===== config.mk =====
export PLATFORM = sky130hd
export DESIGN_NAME = snes_pad_scanner
export DESIGN_NICKNAME = d
export VERILOG_FILES = /design/src/rtl/snes_pad_scanner.sv
export SDC_FILE = /design/constraint.sdc
export NUM_CORES = 1
export LEC_CHECK = 0
export BUFFER_PORTS_ARGS = -buffer_cell sky130_fd_sc_hd__clkbuf_2
export CAP_MARGIN = 20
export CORE_AREA = 2 2 85 87
export CTS_BUF_LIST = sky130_fd_sc_hd__clkbuf_8
export CTS_CLUSTER_DIAMETER = 200
export CTS_CLUSTER_SIZE = 12
export DETAILED_ROUTE_END_ITERATION = 7
export DIE_AREA = 0 0 87 89
export GPL_TIMING_DRIVEN = 1
export PLACE_DENSITY = 0.79
export SLEW_MARGIN = 20
export SYNTH_ARGS = -nofsm -noshare
export SYNTH_HDL_FRONTEND = slang
export SYNTH_SLANG_ARGS = --single-unit

===== constraint.sdc =====
create_clock -name I_CLK -period 2.4 [get_ports I_CLK]
set_input_delay 0.48 -clock I_CLK [delete_from_list [all_inputs] [get_ports I_CLK]]
set_output_delay 0.48 -clock I_CLK [all_outputs]
set_load 0.03 [all_outputs]

===== src/rtl/snes_pad_scanner.sv =====
// Serial game-pad scanner: drives latch/pulse, shifts in 16 bits, publishes the 8-bit button vector.
// Optional scan-to-scan debounce is enabled by defining SNES_PAD_DEBOUNCE_EN.
module snes_pad_scanner #(
    parameter int unsigned CLK_DIV     = 200,
    parameter int unsigned POLL_PERIOD = 550000
) (
    input  logic        I_CLK,
    input  logic        I_RESET,
    input  logic        I_POLL_REQ,
    input  logic        I_DATA,
    output logic        O_LATCH,
    output logic        O_PULSE,
    output logic [15:0] O_RAW,
    output logic [7:0]  O_BUTTONS,
    output logic        O_VALID,
    output logic        O_PRESS,
    output logic        O_BUSY
);

    localparam int unsigned DIV_W  = $clog2(2 * CLK_DIV);
    localparam int unsigned POLL_W = $clog2(POLL_PERIOD);

    localparam logic [DIV_W-1:0]  LATCH_LOAD = DIV_W'(2 * CLK_DIV - 1);
    localparam logic [DIV_W-1:0]  PHASE_LOAD = DIV_W'(CLK_DIV - 1);
    localparam logic [POLL_W-1:0] POLL_LOAD  = POLL_W'(POLL_PERIOD - 1);

    typedef enum logic [2:0] {
        S_IDLE,
        S_LATCH,
        S_LOW,
        S_HIGH,
        S_DONE
    } state_t;

    state_t            state_q, state_d;
    logic [DIV_W-1:0]  div_q, div_d;
    logic [3:0]        idx_q, idx_d;
    logic [15:0]       shift_q, shift_d;
    logic              pending_q, pending_d;
    logic [POLL_W-1:0] poll_q, poll_d;
    logic [15:0]       raw_q, raw_d;
    logic [7:0]        buttons_q, buttons_d;
    logic              valid_q, valid_d;
    logic              press_q, press_d;
    logic              meta_q, sync_q;
    logic              publish;
    logic [7:0]        new_buttons;
`ifdef SNES_PAD_DEBOUNCE_EN
    logic [15:0]       prev_q, prev_d;
`endif

    function automatic logic [7:0] map_buttons(input logic [15:0] r);
        // {start, select, b, a, down, up, left, right}
        return {r[3], r[2], r[0], r[8], r[5], r[4], r[6], r[7]};
    endfunction

    assign new_buttons = map_buttons(shift_q);

    always_comb begin
        // NOTE: every signal gets a default before the case so no path leaves it unassigned (no latches).
        state_d   = state_q;
        div_d     = div_q;
        idx_d     = idx_q;
        shift_d   = shift_q;
        pending_d = pending_q;
        poll_d    = (poll_q == '0) ? POLL_LOAD : poll_q - POLL_W'(1);
        raw_d     = raw_q;
        buttons_d = buttons_q;
        valid_d   = 1'b0;
        press_d   = 1'b0;
        publish   = 1'b0;
`ifdef SNES_PAD_DEBOUNCE_EN
        prev_d    = prev_q;
`endif

        case (state_q)
            S_IDLE: begin
                if (pending_q) begin
                    pending_d = 1'b0;
                    idx_d     = 4'd0;
                    div_d     = LATCH_LOAD;
                    state_d   = S_LATCH;
                end
            end
            S_LATCH: begin
                if (div_q == '0) begin
                    div_d   = PHASE_LOAD;
                    state_d = S_LOW;
                end else begin
                    div_d = div_q - DIV_W'(1);
                end
            end
            S_LOW: begin
                if (div_q == '0) begin
                    shift_d[idx_q] = ~sync_q;
                    div_d          = PHASE_LOAD;
                    state_d        = S_HIGH;
                end else begin
                    div_d = div_q - DIV_W'(1);
                end
            end
            S_HIGH: begin
                if (div_q == '0) begin
                    if (idx_q == 4'd15) begin
                        // Publish registers load here so they are visible during the DONE cycle.
                        state_d = S_DONE;
`ifdef SNES_PAD_DEBOUNCE_EN
                        prev_d  = shift_q;
                        publish = (shift_q == prev_q) && (shift_q != raw_q);
`else
                        publish = 1'b1;
`endif
                    end else begin
                        idx_d   = idx_q + 4'd1;
                        div_d   = PHASE_LOAD;
                        state_d = S_LOW;
                    end
                end else begin
                    div_d = div_q - DIV_W'(1);
                end
            end
            S_DONE:  state_d = S_IDLE;
            default: state_d = S_IDLE;
        endcase

        if (publish) begin
            raw_d     = shift_q;
            buttons_d = new_buttons;
            valid_d   = 1'b1;
            press_d   = |(new_buttons & ~buttons_q);
        end

        // Setting wins over the IDLE clear so a request in that cycle is never dropped.
        if (I_POLL_REQ || (poll_q == '0)) begin
            pending_d = 1'b1;
        end
    end

    // NOTE: sequential state uses non-blocking assignments so all flops update from pre-edge values.
    always_ff @(posedge I_CLK or posedge I_RESET) begin
        if (I_RESET) begin
            state_q   <= S_IDLE;
            div_q     <= '0;
            idx_q     <= '0;
            shift_q   <= '0;
            pending_q <= 1'b1;
            poll_q    <= POLL_LOAD;
            raw_q     <= '0;
            buttons_q <= '0;
            valid_q   <= 1'b0;
            press_q   <= 1'b0;
            meta_q    <= 1'b1;
            sync_q    <= 1'b1;
`ifdef SNES_PAD_DEBOUNCE_EN
            prev_q    <= '0;
`endif
        end else begin
            state_q   <= state_d;
            div_q     <= div_d;
            idx_q     <= idx_d;
            shift_q   <= shift_d;
            pending_q <= pending_d;
            poll_q    <= poll_d;
            raw_q     <= raw_d;
            buttons_q <= buttons_d;
            valid_q   <= valid_d;
            press_q   <= press_d;
            meta_q    <= I_DATA;
            sync_q    <= meta_q;
`ifdef SNES_PAD_DEBOUNCE_EN
            prev_q    <= prev_d;
`endif
        end
    end

    // Pad strobes decode straight from the state register so reset drops them without a clock.
    assign O_LATCH   = (state_q == S_LATCH);
    assign O_PULSE   = (state_q == S_HIGH);
    assign O_BUSY    = (state_q != S_IDLE);
    assign O_RAW     = raw_q;
    assign O_BUTTONS = buttons_q;
    assign O_VALID   = valid_q;
    assign O_PRESS   = press_q;

endmodule

After elaboration in Yosys (flattened, before gate mapping)
Index checks and enable logic that the tools add are counted.

Register bits after elaboration: 81. Input bits: 4. Output and inout bits: 29. Logic and storage cells: 71.

$add $sub $neg: 3. $lt $le $gt $ge: 2. Equal/unequal tests: 10. Multiplexer cells: 26. Bitwise operators: 3. Reduce and logical (&&, ||, !) cells: 15.

Operator list (number): $mux W9 (4); $pmux W9 S3 (1); $logic_not A20 Y1 (1); $mux W20 (1); $sub A20 B1 Y20 const B (1); $bwmux W16 (1); $mux W3 (5); $mux W4 (3); $pmux W3 S4 (1); $logic_not A9 Y1 (1); $sub A9 B1 Y9 const B (1); $and A8 B8 Y8 (1); $mux W1 (8); $not A8 Y8 (1); $pmux W4 S2 (1); $reduce_and A4 Y1 (2); $reduce_or A8 Y1 (1); $eq A3 B2 Y1 const B (2); $ne A2 B2 Y1 const B (3); $reduce_bool A3 Y1 (2); $lt A4 B5 Y1 const B (1); $add A4 B1 Y4 const B (1); $demux W1 S4 (1); $eq A4 B4 Y1 const B (1); other kinds (12) (14).

Logic depth before layout (Yosys ltp)
Word-level depth: 5. Mapped depth: 8. Depth with buffers taken out: 6.

Least setup slack after synthesis
No wires, ideal clock.

Path kind: flip-flop to flip-flop. Start point: reg div_q[0]. End point: reg raw_q[0] (netlist: O_RAW[0]). Setup time: 0.128 ns. Arrival time: 2.141 ns. Data required time: 2.272 ns. Slack: 0.132 ns. Stages on the path, launching flop included: 9. Path buffers: 2. Clock period less this slack: 2.268 ns. Path through: dfrtp_1 > inv_1 > ha_1 > or4b_1 > buf_2 > nor4_4 > nand2_4 > buf_6 > mux2_1.

Longest elaborated chain between the ends: 3.

Ends and longest elaborated chain: start, declared (line 36) `logic [DIV_W-1:0] div_q, div_d;`; start signal, assigned (line 159) `div_q <= div_d;`; $logic_not A9 Y1 (line 103) `if (div_q == '0) begin`; $mux W1 (line 103); $mux W1 (line 76) `case (state_q)`; end signal, assigned (line 164) `raw_q <= raw_d;`; end, declared (line 41) `logic [15:0] raw_q, raw_d;`.

No other way between the ends. A chain may end at the register's enable or synchronous reset.

Worst setup path in the final report
Start point: reg div_q[0]. End point: reg raw_q[2] (netlist: O_RAW[2]).

Same word-level chain as after synthesis.

==> results.json <==
{
  "status": "finished, final reports clean",
  "areaGrowthSynthToFinish_pct": 13.7,
  "cp_slowest_stage_delay_ns": 0.56,
  "postCtsSetupRepairBufs": 0,
  "synth-warning-count": 0,
  "r2r_end": "O_RAW[2]",
  "rsz0062_at_grt": "yes",
  "final_common_cell": "dfrtp_1",
  "synth_xor_area_share_pct": 2.62,
  "synth-compound-area-share_pct": 11.7,
  "drive_above_1_share_pct": 24.7,
  "synth-simple-area-share_pct": 18.0,
  "path_clk_slew_ns": 0.08,
  "htree_levels": 3,
  "p_per_area_nw_per_um2": 603,
  "clockPowerShare_pct": 49.7,
  "tns_ns": 0,
  "root_buffer": "clkbuf_8",
  "routed.top_layer": "met4",
  "synth_edf_count": 0,
  "numCtsBuffers": 9,
  "async_reset_ff_share_pct": 100,
  "synth_top_family_by_area": "simple AND/OR/NAND/NOR gates",
  "crit_path_start_kind": "flip-flop",
  "avgSynthCellArea_sq_um": 10.6,
  "r2r_slack_ns": 0.14,
  "ys_ff_latch": 73,
  "io_pins": 33,
  "start_util_pct": 54.7,
  "tritoncts": "yes",
  "met2RoutedLength_um": 3550,
  "grt_first_pass_wirelength_um": 12300,
  "crit_buf_inv": 1,
  "stdcell_count": 465,
  "p_leak_uw": 0.00201,
  "fin_worst_skew_ns": 0.0112,
  "gp_routability_congestion": 0.846,
  "cp.arrival_ns": 2.49,
  "synthCells": 348,
  "path_class": "flip-flop to flip-flop",
  "detailed_place.area_sq_um": 3920,
  "vias_per_cell": 6.04,
  "crit_required_ns": 2.63,
  "placedCellCount": 449,
  "seq_power_share_pct": 49.1,
  "die_h_um": 89,
  "syn_area_sq_um": 3670,
  "vdd_drop_max_uv": 320,
  "grt_use_total_pct": 20.3,
  "design_area_sq_um": 4180,
  "cp_cell_sequence": "inv_1 > ha_1 > or4b_1 > nor4_4 > nand2_4 > mux2_1",
  "drt_iter0_markers": 146,
  "grt_start_max_net_pins": 57,
  "drv_slew": 0,
  "synthMuxAreaShare_pct": 8.51,
  "wl_met3_um": 390,
  "maxCapViolCount": 0,
  "drtPass1Iterations": 5,
  "postRouteAntennaNets": 0,
  "intPower_uw": 2030,
  "ctsHoldBuffers": 0,
  "num-nets-final": 391,
  "num_antenna_cells": 0,
  "path_delay_family": "simple AND/OR/NAND/NOR gates",
  "slew-limit-headroom_pct": 58.6,
  "layout_common_cells": "dfrtp_1, clkbuf_2, nor2_1",
  "max_freq_mhz": 442,
  "critPathSlowestCell": "or4b_1",
  "wl_met1_um": 3250,
  "drcViolationCount": 0,
  "reg2reg_from": "div_q[0]",
  "reg2reg_depth": 6,
  "die_area_sq_um": 7740,
  "grt_pass1_vias": 2666,
  "comb_power_share_pct": 1.2,
  "wl_um": 7320,
  "io_buffers": 32,
  "row_count": 30,
  "die_x_um": 87,
  "worstSkewPairLatency_ns": 0.35,
  "synth_fa_ha_area_share_pct": 2.38,
  "clock_path_buffers": 2,
  "holdWs_ns": 0.102,
  "switching_power_uw": 491,
  "dpl.hpwl_um": 4980,
  "n_fill_cell": 535,
  "final-setup-viol-count": 0,
  "finalHoldViolCount": 0,
  "grt_overflow": 0,
  "worst_slew_pin_slew_ns": 0.621,
  "synthDistinctLibCells": 52,
  "cts_resized": 0,
  "syn_nets": 359,
  "period_needed_ns": 2.26,
  "ys_seq_area_share_pct": 50.2,
  "min_period_over_period_pct": 94.2,
  "crit_path_max_fanout": 18,
  "antenna_found_initial": 0,
  "vias": 2807,
  "core_sq_um": 6720,
  "post_drt_wl_per_cell_um": 15.7,
  "p_sw_share_pct": 19.5,
  "end_kind": "flip-flop",
  "synth_flop_cell": "dfrtp_1",
  "clock-sinks": 73,
  "hp-class": "input pin to asynchronous set/reset pin"
}
through the flow:
step | setup slack, ns | utilization (%) | total power, uW
3_5_place_dp | 0.144 | 58.3 | 1290
5_1_grt | -0.0130 | 62.2 | 2590
6_report | 0.139 | 62.2 | 2520
2_1_floorplan | 0.0882 | - | 1280
4_1_cts | 0.115 | 62.2 | 2530
3_3_place_gp | 0.213 | 58.3 | 1290
cell type report:
class	count	area [sq um]	area share, %
repair buffers	49	300	7.19
inverters	22	82.6	1.98
clock inverters	7	136	3.26
flip-flops and latches	73	1840	44.1
well taps	80	100	2.40
clock buffers	9	124	2.96
multi-input cells	225	1590	38.1
layer usage:
| layer | up-vias | track usage [%] |
|---|---|---|
| met2 | 111 | 33.3 |
| met4 | 0 | 7.53 |
| met3 | 15 | 4.25 |
| met1 | 1365 | 26.7 |
| met5 | - | 0 |
| li1 | 1316 | - |
flip-flops by register name, indices dropped and copies added (netlist names):
signal and count:
poll_q 20, O_RAW 16, shift_q 16, div_q 9, idx_q 4, state_q 3
O_PRESS 1, O_VALID 1, meta_q 1, pending_q 1, sync_q 1
how the worst max path moves through the flow:
stage	to	startpoint	depth (start not counted)	slack [ns]
2_1_floorplan	O_PRESS	I_RESET	1	0.09
3_3_place_gp	idx_q[3]	div_q[0]	6	0.21
3_5_place_dp	O_RAW[2]	div_q[0]	6	0.14
4_1_cts	O_RAW[2]	div_q[0]	6	0.11
5_1_grt	shift_q[10]	div_q[0]	7	-0.01
6_report	O_RAW[2]	div_q[0]	6	0.14
cell usage after synthesis (4+ instances only):
cell type | number | share of area [%]
buf_4 | 8 | 1.6
or3_1 | 7 | 1.2
nand4_1 | 6 | 1.0
nand2b_1 | 4 | 0.68
ha_1 | 7 | 2.4
nand3_1 | 17 | 2.3
dfrtp_1 | 60 | 41
xnor2_1 | 7 | 1.7
a41oi_1 | 7 | 1.7
nor3_1 | 7 | 0.95
mux2_1 | 8 | 2.5
nand2_1 | 21 | 2.1
a31oi_1 | 8 | 1.4
mux2i_1 | 11 | 3.0
o21ai_0 | 8 | 1.1
clkbuf_1 | 11 | 1.1
a211o_1 | 4 | 0.95
a21oi_1 | 8 | 1.1
nor3b_1 | 4 | 0.82
inv_1 | 22 | 2.2
nor2_1 | 24 | 2.5
buf_2 | 6 | 0.82
or4_1 | 8 | 1.6
mux2_2 | 10 | 3.1
nor4_1 | 7 | 1.2
xor2_1 | 4 | 0.95
o31ai_1 | 5 | 1.0
dfstp_2 | 13 | 9.3
o22ai_1 | 4 | 0.68
logic make-up after synthesis:
group | after synthesis
simple gates | 118
xor+xnor | 11
fa+ha+maj | 7
buf+inv | 50
flops | 73
compound gates | 60
mux | 29
power groups by stage:
stage / clock network [uW] / logic (uW) / registers, uW
after floorplan: 0 / 21.5 / 1260
after global placement: 0 / 31.4 / 1260
after detailed placement: 0 / 32.5 / 1260
after CTS: 1260 / 32.3 / 1240
after global routing: 1320 / 35.6 / 1240
final: 1250 / 30.3 / 1240
worst register-to-register path, delay by kind of cell (launching register included):
family                     cells  cell delay [ns]
DFF                            1             0.39
and+or+nand+nor                3             1.12
muxes                          1             0.39
buffers and inverters          1             0.08
adders and majority gates      1             0.18
Note: power is estimated with default switching activity, not from simulation.
